### config.mk
export PLATFORM = sky130hd
export DESIGN_NAME = mem_access_unit_flat
export DESIGN_NICKNAME = d
export VERILOG_FILES = /design/src/rtl/mem_access_unit_if.sv /design/src/rtl/mem_access_unit.sv /design/src/flat_wrapper.sv
export SDC_FILE = /design/constraint.sdc
export NUM_CORES = 1
export LEC_CHECK = 0
export CELL_PAD_IN_SITES_DETAIL_PLACEMENT = 1
export CELL_PAD_IN_SITES_GLOBAL_PLACEMENT = 2
export CORE_UTILIZATION = 25
export DETAILED_ROUTE_END_ITERATION = 16
export PLACE_DENSITY = 0.89
export RECOVER_POWER = 50
export REMOVE_ABC_BUFFERS = 1
export SLEW_MARGIN = 20
export SYNTH_ARGS = -nofsm -noshare
export SYNTH_HDL_FRONTEND = slang
export SYNTH_SLANG_ARGS = --single-unit
### constraint.sdc
create_clock -name clk -period 4.11 [get_ports clk]
set_input_delay 0.6165 -clock clk [delete_from_list [all_inputs] [get_ports clk]]
set_output_delay 0.6165 -clock clk [all_outputs]
set_load 0.05 [all_outputs]
### src/rtl/mem_access_unit_if.sv
// Data-memory bus between the memory-access stage (master) and data memory (slave).
// Request fields are held stable for the whole req/ack handshake.
interface mem_access_unit_if #(
    parameter int AW = 32
);
    logic          mem_req;
    logic          mem_we;
    logic [AW-1:0] mem_addr;
    logic [31:0]   mem_wdata;
    logic [3:0]    mem_be;
    logic [31:0]   mem_rdata;
    logic          mem_ack;

    modport master (
        output mem_req, mem_we, mem_addr, mem_wdata, mem_be,
        input  mem_rdata, mem_ack
    );

    modport slave (
        input  mem_req, mem_we, mem_addr, mem_wdata, mem_be,
        output mem_rdata, mem_ack
    );
endinterface

### src/rtl/mem_access_unit.sv
// Multi-cycle memory-access stage: decodes load/store size, aligns store lanes,
// runs a supervised req/ack handshake and holds be/dr_out for the load-extension unit.
module mem_access_unit #(
    parameter int TIMEOUT = 16,
    parameter int AW      = 32
) (
    input  logic                clk,
    input  logic                rst,
    input  logic                start,
    input  logic [5:0]          op,
    input  logic [AW-1:0]       addr,
    input  logic [31:0]         wdata,
    mem_access_unit_if.master   mem_bus,
    output logic [3:0]          be,
    output logic [31:0]         dr_out,
    output logic                done,
    output logic                busy,
    output logic                addr_err,
    output logic                bus_err
);
    localparam logic [5:0] OP_LB  = 6'h20;
    localparam logic [5:0] OP_LH  = 6'h21;
    localparam logic [5:0] OP_LW  = 6'h23;
    localparam logic [5:0] OP_LBU = 6'h24;
    localparam logic [5:0] OP_LHU = 6'h25;
    localparam logic [5:0] OP_SB  = 6'h28;
    localparam logic [5:0] OP_SH  = 6'h29;
    localparam logic [5:0] OP_SW  = 6'h2B;

    localparam logic [7:0] TO_LAST = 8'(TIMEOUT - 1);

    typedef enum logic [2:0] {
        ST_IDLE = 3'd0,
        ST_REQ  = 3'd1,
        ST_DONE = 3'd2,
        ST_ERR  = 3'd3,
        ST_TOUT = 3'd4
    } state_t;

    typedef enum logic [1:0] {
        SZ_BYTE = 2'd0,
        SZ_HALF = 2'd1,
        SZ_WORD = 2'd2
    } size_t;

    state_t        state_r, state_nx;
    size_t         size_s;
    logic          is_load_s, is_store_s, aligned_s, accept_s;
    logic [3:0]    be_s;
    logic [31:0]   lane_wdata_s;

    logic          mem_req_r, mem_we_r;
    logic [AW-1:0] mem_addr_r;
    logic [31:0]   mem_wdata_r;
    logic [3:0]    mem_be_r, be_r;
    logic [31:0]   dr_out_r;
    logic          done_r, busy_r, addr_err_r, bus_err_r;
    logic [7:0]    cnt_r;

    // Opcode decode into access direction and size; unknown opcodes are neither.
    always_comb begin
        is_load_s  = 1'b0;
        is_store_s = 1'b0;
        size_s     = SZ_WORD;
        case (op)
            OP_LW:         begin is_load_s  = 1'b1; size_s = SZ_WORD; end
            OP_LH, OP_LHU: begin is_load_s  = 1'b1; size_s = SZ_HALF; end
            OP_LB, OP_LBU: begin is_load_s  = 1'b1; size_s = SZ_BYTE; end
            OP_SW:         begin is_store_s = 1'b1; size_s = SZ_WORD; end
            OP_SH:         begin is_store_s = 1'b1; size_s = SZ_HALF; end
            OP_SB:         begin is_store_s = 1'b1; size_s = SZ_BYTE; end
            default:       begin is_load_s  = 1'b0; is_store_s = 1'b0; size_s = SZ_WORD; end
        endcase
    end

    // Little-endian byte enables, alignment check and store lane replication.
    always_comb begin
        be_s         = 4'b0000;
        aligned_s    = 1'b0;
        lane_wdata_s = wdata;
        case (size_s)
            SZ_WORD: begin
                be_s         = 4'b1111;
                aligned_s    = (addr[1:0] == 2'b00);
                lane_wdata_s = wdata;
            end
            SZ_HALF: begin
                be_s         = addr[1] ? 4'b1100 : 4'b0011;
                aligned_s    = ~addr[0];
                lane_wdata_s = {2{wdata[15:0]}};
            end
            SZ_BYTE: begin
                be_s         = 4'b0001 << addr[1:0];
                aligned_s    = 1'b1;
                lane_wdata_s = {4{wdata[7:0]}};
            end
            default: begin
                be_s         = 4'b0000;
                aligned_s    = 1'b0;
                lane_wdata_s = wdata;
            end
        endcase
        accept_s = (is_load_s | is_store_s) & aligned_s;
    end

    // State register.
    always_ff @(posedge clk or posedge rst) begin
        if (rst) begin
            state_r <= ST_IDLE;
        end else begin
            state_r <= state_nx;
        end
    end

    // Next-state logic; an ack in the last allowed cycle still wins over timeout.
    always_comb begin
        state_nx = state_r;
        case (state_r)
            ST_IDLE: begin
                if (start) begin
                    state_nx = accept_s ? ST_REQ : ST_ERR;
                end else begin
                    state_nx = ST_IDLE;
                end
            end
            ST_REQ: begin
                if (mem_bus.mem_ack) begin
                    state_nx = ST_DONE;
                end else if (cnt_r == TO_LAST) begin
                    state_nx = ST_TOUT;
                end else begin
                    state_nx = ST_REQ;
                end
            end
            ST_DONE: state_nx = ST_IDLE;
            ST_ERR:  state_nx = ST_IDLE;
            ST_TOUT: state_nx = ST_IDLE;
            default: state_nx = ST_IDLE;
        endcase
    end

    // Registered bus, status and data-register outputs.
    always_ff @(posedge clk or posedge rst) begin
        if (rst) begin
            mem_req_r   <= 1'b0;
            mem_we_r    <= 1'b0;
            mem_addr_r  <= '0;
            mem_wdata_r <= 32'h0000_0000;
            mem_be_r    <= 4'b0000;
            be_r        <= 4'b0000;
            dr_out_r    <= 32'h0000_0000;
            done_r      <= 1'b0;
            busy_r      <= 1'b0;
            addr_err_r  <= 1'b0;
            bus_err_r   <= 1'b0;
            cnt_r       <= 8'd0;
        end else begin
            done_r     <= (state_nx == ST_DONE);
            addr_err_r <= (state_nx == ST_ERR);
            bus_err_r  <= (state_nx == ST_TOUT);
            busy_r     <= (state_nx != ST_IDLE);
            case (state_r)
                ST_IDLE: begin
                    if (start && accept_s) begin
                        mem_req_r   <= 1'b1;
                        mem_we_r    <= is_store_s;
                        mem_addr_r  <= {addr[AW-1:2], 2'b00};
                        mem_wdata_r <= lane_wdata_s;
                        mem_be_r    <= be_s;
                        be_r        <= be_s;
                        cnt_r       <= 8'd0;
                    end
                end
                ST_REQ: begin
                    if (mem_bus.mem_ack) begin
                        mem_req_r <= 1'b0;
                        mem_we_r  <= 1'b0;
                        mem_be_r  <= 4'b0000;
                        if (!mem_we_r) begin
                            dr_out_r <= mem_bus.mem_rdata;
                        end
                    end else if (cnt_r == TO_LAST) begin
                        mem_req_r <= 1'b0;
                        mem_we_r  <= 1'b0;
                        mem_be_r  <= 4'b0000;
                    end else begin
                        cnt_r <= cnt_r + 8'd1;
                    end
                end
                default: begin
                    cnt_r <= cnt_r;
                end
            endcase
        end
    end

    assign mem_bus.mem_req   = mem_req_r;
    assign mem_bus.mem_we    = mem_we_r;
    assign mem_bus.mem_addr  = mem_addr_r;
    assign mem_bus.mem_wdata = mem_wdata_r;
    assign mem_bus.mem_be    = mem_be_r;
    assign be                = be_r;
    assign dr_out            = dr_out_r;
    assign done              = done_r;
    assign busy              = busy_r;
    assign addr_err          = addr_err_r;
    assign bus_err           = bus_err_r;
endmodule

### src/flat_wrapper.sv
// flat-port wrapper written by rule: the top's interface ports become plain ports
module mem_access_unit_flat 
#(
    parameter int TIMEOUT = 16,
    parameter int AW      = 32
)
  (clk, rst, start, op, addr, wdata, be, dr_out, done, busy, addr_err, bus_err, mem_bus_mem_req, mem_bus_mem_we, mem_bus_mem_addr, mem_bus_mem_wdata, mem_bus_mem_be, mem_bus_mem_rdata, mem_bus_mem_ack);
  mem_access_unit_if #(.AW(AW)) mem_bus_i ();
  input  logic clk;
  input  logic rst;
  input  logic start;
  input  logic [5:0] op;
  input  logic [AW-1:0] addr;
  input  logic [31:0] wdata;
  output logic [3:0] be;
  output logic [31:0] dr_out;
  output logic done;
  output logic busy;
  output logic addr_err;
  output logic bus_err;
  output wire logic [$bits(mem_bus_i.mem_req)-1:0] mem_bus_mem_req;
  output wire logic [$bits(mem_bus_i.mem_we)-1:0] mem_bus_mem_we;
  output wire logic [$bits(mem_bus_i.mem_addr)-1:0] mem_bus_mem_addr;
  output wire logic [$bits(mem_bus_i.mem_wdata)-1:0] mem_bus_mem_wdata;
  output wire logic [$bits(mem_bus_i.mem_be)-1:0] mem_bus_mem_be;
  input wire logic [$bits(mem_bus_i.mem_rdata)-1:0] mem_bus_mem_rdata;
  input wire logic [$bits(mem_bus_i.mem_ack)-1:0] mem_bus_mem_ack;
  assign mem_bus_mem_req = mem_bus_i.mem_req;
  assign mem_bus_mem_we = mem_bus_i.mem_we;
  assign mem_bus_mem_addr = mem_bus_i.mem_addr;
  assign mem_bus_mem_wdata = mem_bus_i.mem_wdata;
  assign mem_bus_mem_be = mem_bus_i.mem_be;
  assign mem_bus_i.mem_rdata = mem_bus_mem_rdata;
  assign mem_bus_i.mem_ack = mem_bus_mem_ack;
  mem_access_unit #(.TIMEOUT(TIMEOUT), .AW(AW)) u_core (.clk(clk), .rst(rst), .start(start), .op(op), .addr(addr), .wdata(wdata), .mem_bus(mem_bus_i), .be(be), .dr_out(dr_out), .done(done), .busy(busy), .addr_err(addr_err), .bus_err(bus_err));
endmodule
==> summary.md, run 1 <==
| Metric | Value |
|---|---|
| CTS sink cnt | `119` |
| Max-cap violations | `1` |
| Gr ovfl total | `0` |
| Fin crit share | `between 70 and 80%` |
| Slew headroom | `-13.6%` |
| Port buffer count | `213` |
| Final non-filler cell area | `approximately 0.008 mm2` |
| Post-CTS sizing | `0` |
| Placed insts | `941` |
| Die height | `144 um` |
| Final #Nets | `802` |
| Commonest non-fill, non-tap cell in the layout | `clkdlybuf4s50_1` |
| Crit path capture type | `flop` |
| Area grow syn2layout | `58.5%` |
| Setup ws final | `1.20 ns` |
| Die width | `144 um` |
| Fin Setup TNS | `0 ns` |
| Final hold vios | `0` |
| Outcome | `finished, violations left` |
| Root Driver | `clkbuf_16` |
| Setup crit start | `mem_bus_mem_ack` |
| Crit path time final | `~2.9 ns` |
| Flops & latches, synth | `119` |
| Failing checks | `max-capacitance violations, max-slew violations` |
| Drt pass-1 iters | `4` |
| Startpoint Class | `primary input` |
| First-pass GRT wire length | `24.1 mm` |
| WP data required | `4.39 ns` |
| RSZ-0062 raised after global routing | `no` |
| EDFF count, synth | `0` |
| Yosys warns | `0` |
| Distinct cells, synth | `40` |
| PwrDens | `807 mW/mm2` |
| Worst IR Drop VDD | `0.000315 V` |
| Clk_skew | `0.00699 ns` |
| Crit path to | `u_core.dr_out[12]` |
| CTS tree | `done` |
| Worst Reg2Reg Path Length in Cells | `5` |
| Top-Level Pins | `216` |
| Clock transition at path regs | `0.05 ns` |
| Maximum number of pins on one net before global-route repair | `90` |
| Syn Area/Cell | `around 10 um2` |
| WL/cell | `15.5 um` |
| Routed WL | `15.0 mm` |
| Non-Filler Instances | `971` |
| Rows | `51` |
| Worst Tran Pin Value | `1.70 ns` |
| GRT Total Usage | `15.4%` |
| Ys async rst share | `100%` |
| Worst EP arrival | `3.19 ns` |
| Placed Area | `0.00744 mm2` |
| Leakage | `roughly 3.6 nW` |
| Reg2reg setup slack | `between 1 and 1.5 ns` |
| H-tree depth | `4` |
| Clk Latency, worst-skew pair | `0.41 ns` |
| Routed via count | `4234` |
| Layout cells sized above 1 | `9.77%` |
| Final max-slew violation count | `33` |
| Initial core utilization | `around 26%` |
| Power Total | `0.00642 W` |
| Finish-stage setup viols | `0` |
| Syn Inst Count | `484` |
| N_diodes | `0` |
| HPWL Detailed | `between 10 and 15 mm` |
| CP Class | `in -> reg` |
| CTS Buffer Depth | `2` |
| Final ANT Viol Nets | `0` |
| Achievable frequency | `344 MHz` |
| Worst-path fanout max | `32` |
| Num CTS Buffers | `17` |
| # DRC | `0` |
| # hold bufs at CTS | `0` |
| DR iter-0 viols | `approximately 120` |
| Most frequent cells in the layout | `clkdlybuf4s50_1, nand2_1, dfrtp_1, mux2_2, o21ai_0` |
| Pre-CTS WS | `1.25 ns` |
| Core ar. | `about 0.020 mm2` |
| Setup bufs post-CTS | `0` |
| Seq/Total Area, Yosys | `59.4%` |
| Reg2reg end | `u_core.dr_out[12]` |
| Die area | `0.0206 mm2` |
| Via/cell ratio | `around 4.4` |
| Hold Crit Class | `reg -> reg` |
| Ys flop type | `dfrtp_1` |
| R2R Path Start | `u_core.state_r[2]` |
| Gpl congestion | `0.772` |
| Vias in the first global route | `4582` |
| Netlist Area Pre-Place | `0.00502 mm2` |
| Initial antenna violation count | `0` |
-- worst min path at each step --
stage / cells after the start / slack, ns / startpoint / endpoint
after floorplan: 1 / 0.49 / u_core.cnt_r[0] / u_core.cnt_r[0]
after global placement: 2 / 0.46 / u_core.mem_bus.mem_wdata[0] / u_core.mem_bus.mem_wdata[0]
after detailed placement: 2 / 0.47 / u_core.mem_bus.mem_addr[31] / u_core.mem_bus.mem_addr[31]
after CTS: 2 / 0.48 / u_core.mem_bus.mem_addr[31] / u_core.mem_bus.mem_addr[31]
after global routing: 2 / 0.50 / u_core.mem_bus.mem_addr[16] / u_core.mem_bus.mem_addr[16]
final: 2 / 0.47 / u_core.mem_bus.mem_wdata[26] / u_core.mem_bus.mem_wdata[26]
-- worst max-delay path, stage by stage --
cell and delay [ns]:
dlygate4sd3_1 0.60, nand3_1 0.16, nor2_2 0.12, clkbuf_1 1.24, mux2_2 0.44
-- layer usage --
metal  vias up  routed length, um  global-route usage, %
met1      2039               6350                   17.8
met5         -                  0                      0
met4         0                175                   4.82
li1       2034                  -                      -
met2       149               6860                   24.9
met3        12               1630                   7.60
-- cells in the mapped netlist, types with 2 or more instances --
| master | count | area, um2 |
|---|---|---|
| a21o_1 | 4 | 30.0 |
| nor2_1 | 16 | 60.1 |
| mux2i_1 | 25 | 250 |
| dfrtp_1 | 119 | 2980 |
| clkbuf_1 | 16 | 60.1 |
| or3_1 | 3 | 18.8 |
| nand2b_1 | 4 | 25.0 |
| buf_2 | 8 | 40.0 |
| and2_1 | 2 | 12.5 |
| buf_6 | 2 | 22.5 |
| nor3_1 | 7 | 35.0 |
| inv_1 | 6 | 22.5 |
| a31oi_1 | 4 | 25.0 |
| nand2_1 | 157 | 589 |
| o21ai_1 | 10 | 50.1 |
| nand4_1 | 2 | 12.5 |
| buf_4 | 2 | 15.0 |
| nor4_1 | 2 | 12.5 |
| xnor2_1 | 2 | 17.5 |
| a22o_1 | 3 | 26.3 |
| a21oi_1 | 8 | 40.0 |
| o211ai_1 | 2 | 15.0 |
| o21ai_0 | 26 | 130 |
| o21a_1 | 2 | 15.0 |
| mux2_2 | 32 | 360 |
| nand3_1 | 6 | 30.0 |
-- logic make-up after synthesis --
kind of cell / count (synthesis) / share of synthesized area, %
simple gates: 204 / 16.8
fa+ha+maj: 1 / 0.249
buf+inv: 35 / 3.27
other cells: 1 / 0.0748
compound gates: 65 / 7.73
xor+xnor: 2 / 0.349
mux: 57 / 12.2
flops: 119 / 59.4
-- report_power, final --
group / switching [W] / leakage, nW / total (W) / internal [W]
clock: 0.000499 / 0.260 / 0.00132 / 0.000823
combinational: 0.00212 / 1.81 / 0.00321 / 0.00109
sequential: 0.000250 / 1.51 / 0.00189 / 0.00164
-- per-stage QoR --
step	hold slack, ns	util (%)
after detailed placement	0.466	38.0
after global placement	0.456	38.0
final	0.474	40.6
after floorplan	0.487	-
after global routing	0.500	40.6
after CTS	0.479	40.6
-- cell type report --
type / instances / area, um2
flip-flops and latches: 119 / 2980
inverters: 6 / 25.0
repair buffers: 220 / 2210
fillers: 2190 / 11600
clock inverters: 4 / 20.0
multi-input cells: 331 / 1880
clock buffers: 26 / 499
well taps: 265 / 332
-- state kept, by name, summed over array words and instances, names as in the netlist --
name                      flops
u_core.done                   1
u_core.mem_bus.mem_be         4
u_core.busy                   1
u_core.state_r                3
u_core.mem_bus.mem_wdata     32
u_core.mem_bus.mem_req        1
u_core.cnt_r                  8
u_core.dr_out                32
u_core.addr_err               1
u_core.mem_bus.mem_we         1
u_core.mem_bus.mem_addr      30
u_core.bus_err                1
u_core.be                     4
(Power assumes the default switching activity.)
==> run 2, diff against run 1 <==
CORE_UTILIZATION = 22   (was 25)
PLACE_DENSITY = 0.84   (was 0.89)
clock period = 2.4 ns   (was 4.11 ns; I/O delays follow)
==> run 2 against run 1 <==
Effect of this change:
- the flow now finishes without violations
- routed wire length up 3.6%
- combinational power up 73%
- hold slack worse by 0.0073 ns
- via count up 2.2%
- final area up 3.8%
- sequential share of layout area down 1.4 points
- setup slack worse by 0.83 ns
- critical path type is now reg -> reg
- critical endpoint is now u_core.be[1]
==> summary.md, run 2 (synthesis results as in run 1) <==
| Metric | Value |
|---|---|
| RSZ-0062 raised after global routing | `no` |
| Crit-path cells | `or4b_1 -> a211oi_1 -> and2_2 -> buf_4 -> nor2_1 -> a31oi_1` |
| P_sw | `0.00513 W (+79%)` |
| Fin Setup TNS | `0 ns (unchanged)` |
| HPWL Detailed | `11.2 mm (+6.8%)` |
| DR iter-0 viols | `177 (+46%)` |
| Worst Reg2Reg Path Length in Cells | `6 (+1)` |
| Port buffer count | `213 (unchanged)` |
| Crit path capture type | `flop` |
| Setup bufs post-CTS | `0 (unchanged)` |
| Worst EP arrival | `2.37 ns (-0.82 ns)` |
| CP Class | `reg -> reg` |
| GRT Total Usage | `14.1% (-1.3 points)` |
| # DRC | `0 (unchanged)` |
| Non-Filler Instances | `1006 (+3.6%)` |
| Fin crit share | `~85%` |
| H-tree depth | `4 (unchanged)` |
| Crit path buf inv count | `1 (-1)` |
| CTS tree | `done` |
| Clock transition at path regs | `0.06 ns (about the same)` |
| Via/cell ratio | `4.30 (-1.3%)` |
| Net Sw Frac | `44.2% (-0.53 points)` |
| Outcome | `completed` |
| Num CTS Buffers | `17 (unchanged)` |
| PwrDens | `1410 mW/mm2 (+74%)` |
| Drt pass-1 iters | `4 (unchanged)` |
| Power Internal | `0.00648 W (+83%)` |
| Routed WL | `15.6 mm (+3.6%)` |
| Final ANT Viol Nets | `0 (unchanged)` |
| Commonest non-fill, non-tap cell in the layout | `clkdlybuf4s50_1` |
| Area grow syn2layout | `64.5%` |
| Most frequent cells in the layout | `clkdlybuf4s50_1, nand2_1, dfrtp_1, mux2_2, o21ai_0` |
| First-pass GRT wire length | `25.8 mm (+7.1%)` |
| Die width | `153 um (+6.5%)` |
| Achievable frequency | `492 MHz` |
| Top-Level Pins | `216 (unchanged)` |
| Rows | `54 (+5.9%)` |
| Slew headroom | `2.77% (+16 points)` |
| CTS Buffer Depth | `2 (unchanged)` |
| Layout cells sized above 1 | `12.4% (+2.6 points)` |
| Gr ovfl total | `0 (unchanged)` |
| Finish-stage setup viols | `0 (unchanged)` |
| Placed insts | `974 (+3.5%)` |
| Vias in the first global route | `4654 (+1.6%)` |
| # hold bufs at CTS | `0 (unchanged)` |
| Comb pwr share | `47.9% (-2.1 points)` |
| Initial core utilization | `22.7% (-2.9 points)` |
| WL/cell | `15.5 um (about the same)` |
| Routed via count | `4329 (+2.2%)` |
| N_diodes | `0 (unchanged)` |
| Worst Tran Pin Value | `1.46 ns (-0.247 ns)` |
| Clk_skew | `0.00988 ns (+0.00289 ns)` |
| Clock share of power | `24.3% (+3.7 points)` |
| WHS Path Cells | `3 (+1)` |
| Final #Nets | `820 (+2.2%)` |
| Worst IR Drop VDD | `0.000445 V (+41%)` |
| Worst-path fanout max | `11 (-66%)` |
| Startpoint Class | `flop` |
| Max-cap violations | `0 (-1)` |
| Clk Latency, worst-skew pair | `0.42 ns (about the same)` |
| Seq pwr share | `27.8% (-1.6 points)` |
| WP data required | `2.73 ns (-1.66 ns)` |
| Cell family with most CP delay | `simple AND/OR/NAND/NOR gates` |
| Final max-slew violation count | `0 (-100%)` |
| Root Driver | `clkbuf_16` |
| Maximum number of pins on one net before global-route repair | `47 (-48%)` |
| Slowest stage delay, CP | `0.54 ns (-0.70 ns)` |
| Leakage | `3.71 nW (+3.6%)` |
| WP depth | `6 (+1)` |
| Post-CTS sizing | `0 (unchanged)` |
| Initial antenna violation count | `2 (+2)` |
| Gpl congestion | `0.732 (-5.2%)` |
| Crit-path slowest cell | `or4b_1` |
| Hold Crit Class | `in -> reg` |
| Crit path time final | `roughly 2.0 ns` |
| Die height | `153 um (+6.5%)` |
| Reg2reg setup slack | `0.37 ns (-1.07 ns)` |
| Die area | `0.0234 mm2 (+13%)` |
| Core ar. | `0.0221 mm2 (+13%)` |
| CTS sink cnt | `119 (unchanged)` |
| Filler instances | `2449 (+12%)` |
| Final hold vios | `0 (unchanged)` |
## run 2: final cells by class
| class | instances | area, um2 | share of cell area, % |
|---|---|---|---|
| Sequential cell | 119 | 2980 | 36.1 |
| Timing Repair Buffer | 238 | 2380 | 28.9 |
| Multi-Input combinational cell | 331 | 1880 | 22.7 |
| Clock buffer | 17 | 425 | 5.16 |
| Tap cell | 280 | 350 | 4.25 |
| Clock inverter | 15 | 216 | 2.62 |
| Inverter | 6 | 22.5 | 0.273 |
## run 2: tightest hold or removal path, delay by kind of cell
kind / cells / cell delay [ns]
buffers and inverters: 1 / 0.39
and+or+nand+nor: 2 / 0.09
## run 2: through the flow
stage                     hold slack (ns)  worst slack [ns]  power [W]  util, %  instance area [um2]
after floorplan                     0.465             -1.12    0.00678        -                 4880
after CTS                           0.334             0.370     0.0118     37.5                 8290
final                               0.467             0.369     0.0116     37.3                 8250
after global routing                0.469             0.241     0.0122     37.3                 8250
after global placement              0.458            0.0712    0.00883     34.6                 7650
after detailed placement            0.462            0.0504    0.00893     34.6                 7650
## run 2: power groups by stage
stage	clock network [W]	logic, W	registers [W]
2_1_floorplan	0	0.000900	0.00588
3_3_place_gp	0	0.00560	0.00323
3_5_place_dp	0	0.00566	0.00327
4_1_cts	0.00291	0.00567	0.00325
5_1_grt	0.00299	0.00585	0.00335
6_report	0.00282	0.00555	0.00323
## run 2: worst paths after layout
kind,to,from
min in group asynchronous,u_core.dr_out[12],rst
min,u_core.mem_bus.mem_addr[10],addr[10]
max reg2reg,u_core.be[1],u_core.state_r[0]
max in group asynchronous,u_core.mem_bus.mem_wdata[5],rst
max,u_core.be[1],u_core.state_r[0]
min reg2reg,u_core.mem_bus.mem_wdata[5],u_core.mem_bus.mem_wdata[5]
## run 2: metal layers
metal | track usage, % | wire, um | share of wire [%]
met5 | 0 | 27 | 0.17
met4 | 4.81 | 229 | 1.5
met3 | 6.15 | 1360 | 8.7
met2 | 23.3 | 7450 | 48
met1 | 16.4 | 6480 | 42
==> run 3, diff against run 2 <==
CORE_UTILIZATION = 25   (was 22)
PLACE_DENSITY = 0.89   (was 0.84)
clock period = 1.9 ns   (was 2.4 ns; I/O delays follow)
==> run 3 against run 2 <==
Effect of this change:
- power rose by 24%
- flip-flop and latch count did not move
- via count rose by 0.90%
- highest routed layer is now met4
- clock power rose by 17%
- core utilization rose by 6.0 points
- largest cell class unchanged
- sequential power rose by 26%
- cell count fell by 0.20%
==> summary.md, run 3 (synthesis results as in run 1) <==
| Metric | Value |
|---|---|
| Outcome | `completed` |
| Max-cap violations | `0 (unchanged)` |
| H-tree depth | `4 (unchanged)` |
| Crit-path slowest cell | `clkdlybuf4s50_1` |
| CTS sink cnt | `119 (unchanged)` |
| Routed length on met3 | `1.48 mm (+8.8%)` |
| RSZ-0062 raised after global routing | `yes` |
| Vias in the first global route | `4576 (-1.7%)` |
| CTS tree | `done` |
| # hold bufs at CTS | `0 (unchanged)` |
| Hold Startpoint | `addr[3]` |
| WP data required | `1.62 ns (-1.11 ns)` |
| Gpl congestion | `0.785 (+7.2%)` |
| Die height | `144 um (-6.1%)` |
| R2R Path Start | `u_core.state_r[2]` |
| Layout cells sized above 1 | `16.2% (+3.8 points)` |
| Worst Tran Pin Value | `0.786 ns (-0.671 ns)` |
| Filler instances | `2218 (-9.4%)` |
| Drt pass-1 iters | `4 (unchanged)` |
| Slowest stage delay, CP | `0.83 ns (+0.29 ns)` |
| Hold Crit Class | `in -> reg` |
| Final #Nets | `834 (+1.7%)` |
| Root Driver | `clkbuf_16` |
| Core ar. | `0.0196 mm2 (-11%)` |
| Worst EP arrival | `1.58 ns (-0.79 ns)` |
| Final max-slew violation count | `0 (unchanged)` |
| Fin crit share | `a little over nine tenths` |
| Initial antenna violation count | `0 (-2)` |
| WHS | `0.396 ns (-0.0704 ns)` |
| Achievable frequency | `535 MHz` |
| Leakage | `4.51 nW (+22%)` |
| WHS Path Cells | `3 (unchanged)` |
| Gr ovfl total | `0 (unchanged)` |
| First-pass GRT wire length | `24.0 mm (-7.0%)` |
| Crit-path cells | `clkdlybuf4s50_1` |
| Final hold vios | `0 (unchanged)` |
| Met2 Wirelength | `7.42 mm (-0.44%)` |
| Placed Area | `0.00769 mm2 (+0.51%)` |
| Final ANT Viol Nets | `0 (unchanged)` |
| Die width | `144 um (-6.1%)` |
| Clk_skew | `0.00951 ns (-0.000378 ns)` |
| Most frequent cells in the layout | `nand2_1, clkdlybuf4s50_1, dfrtp_1, dlymetal6s2s_1, buf_4` |
| Final non-filler cell area | `0.00848 mm2 (+2.8%)` |
| Maximum number of pins on one net before global-route repair | `49 (+4.3%)` |
| N_diodes | `0 (unchanged)` |
| Slew headroom | `47.3% (+45 points)` |
| Die area | `0.0206 mm2 (-12%)` |
| HPWL Detailed | `11.1 mm (-0.26%)` |
| Via/cell ratio | `4.35 (+1.1%)` |
| Port buffer count | `213 (unchanged)` |
| Power Total | `0.0144 W (+24%)` |
| Initial core utilization | `25.6% (+2.9 points)` |
| Top-Level Pins | `216 (unchanged)` |
| Commonest non-fill, non-tap cell in the layout | `nand2_1` |
| Num CTS Buffers | `17 (unchanged)` |
| Rows | `51 (-5.6%)` |
| Final Util | `43.3% (+6.0 points)` |
| Worst IR Drop VDD | `0.000613 V (+38%)` |
| Cell family with most CP delay | `buffers and inverters` |
| Crit path capture type | `primary output` |
| Startpoint Class | `flop` |
| Crit path buf inv count | `1 (unchanged)` |
| Worst Reg2Reg Path Length in Cells | `6 (unchanged)` |
| Metal-1 WL | `6.69 mm (+3.2%)` |
| Routed via count | `4368 (+0.90%)` |
| Uppermost routed layer | `met4` |
| Finish-stage setup viols | `0 (unchanged)` |
| Reg2reg end | `u_core.mem_bus.mem_wdata[6]` |
| Clk Latency, worst-skew pair | `0.41 ns (about the same)` |
| WL/cell | `15.7 um (+1.7%)` |
| Worst Hold End | `u_core.mem_bus.mem_addr[3]` |
| CP Class | `reg -> out` |
| GRT Total Usage | `15.5% (+1.3 points)` |
| Crit path time final | `1.87 ns` |
| Area grow syn2layout | `69.1%` |
| DR iter-0 viols | `120 (-32%)` |
| Clock transition at path regs | `0.06 ns (about the same)` |
| Routed WL | `15.8 mm (+1.5%)` |
| Reg2reg setup slack | `0.06 ns (-0.31 ns)` |
| Worst-path fanout max | `2 (-9)` |
| PwrDens | `1700 mW/mm2 (+21%)` |
| # DRC | `0 (unchanged)` |
| CTS Buffer Depth | `2 (unchanged)` |
run 3: cell type report:
cell class	count	area [um2]	share of cell area (%)
Multi-Input combinational cell	331	1910	22.5
Inverter	6	23.8	0.280
Clock inverter	8	120	1.42
Tap cell	265	332	3.91
Timing Repair Buffer	252	2630	31.1
Clock buffer	23	488	5.75
Sequential cell	119	2980	35.1
run 3: power by group:
part           switching (W)  internal (W)
clock network        0.00111       0.00219
logic                0.00465       0.00242
registers           0.000522       0.00354
run 3: metal layers:
metal / vias up / track usage, %
li1: 2098 / -
met1: 2103 / 17.7
met2: 155 / 25.1
met3: 12 / 6.93
met4: 0 / 6.33
met5: - / 0
run 3: worst max-delay path by stage:
stage | end | slack [ns] | startpoint | cells past startpoint
final | dr_out[24] | 0.03 | u_core.dr_out[24] | 1
after global routing | u_core.mem_bus.mem_wdata[6] | -0.03 | u_core.state_r[2] | 6
after CTS | u_core.mem_bus.mem_wdata[8] | 0.0006 | u_core.state_r[2] | 5
after detailed placement | u_core.be[1] | -0.38 | start | 6
after global placement | u_core.be[1] | -0.32 | start | 6
after floorplan | u_core.addr_err | -1.54 | rst | 1
run 3: timing repair:
item	in CTS	in global routing
resized for setup	9	64
buffers inserted	0	1
endpoints found under the setup margin	58	120
endpoints found under the hold margin	0	0
cloned	0	2
pin swaps	0	4
run 3: metrics by stage:
| stage | std cells | setup WS (ns) | setup TNS [ns] |
|---|---|---|---|
| 6_report | 1004 | 0.0319 | 0 |
| 5_1_grt | 1004 | -0.0294 | -0.0789 |
| 4_1_cts | 1001 | 0.000597 | 0 |
| 3_5_place_dp | 970 | -0.377 | -23.11 |
| 3_3_place_gp | 970 | -0.324 | -19.86 |
| 2_1_floorplan | 456 | -1.54 | -270.83 |
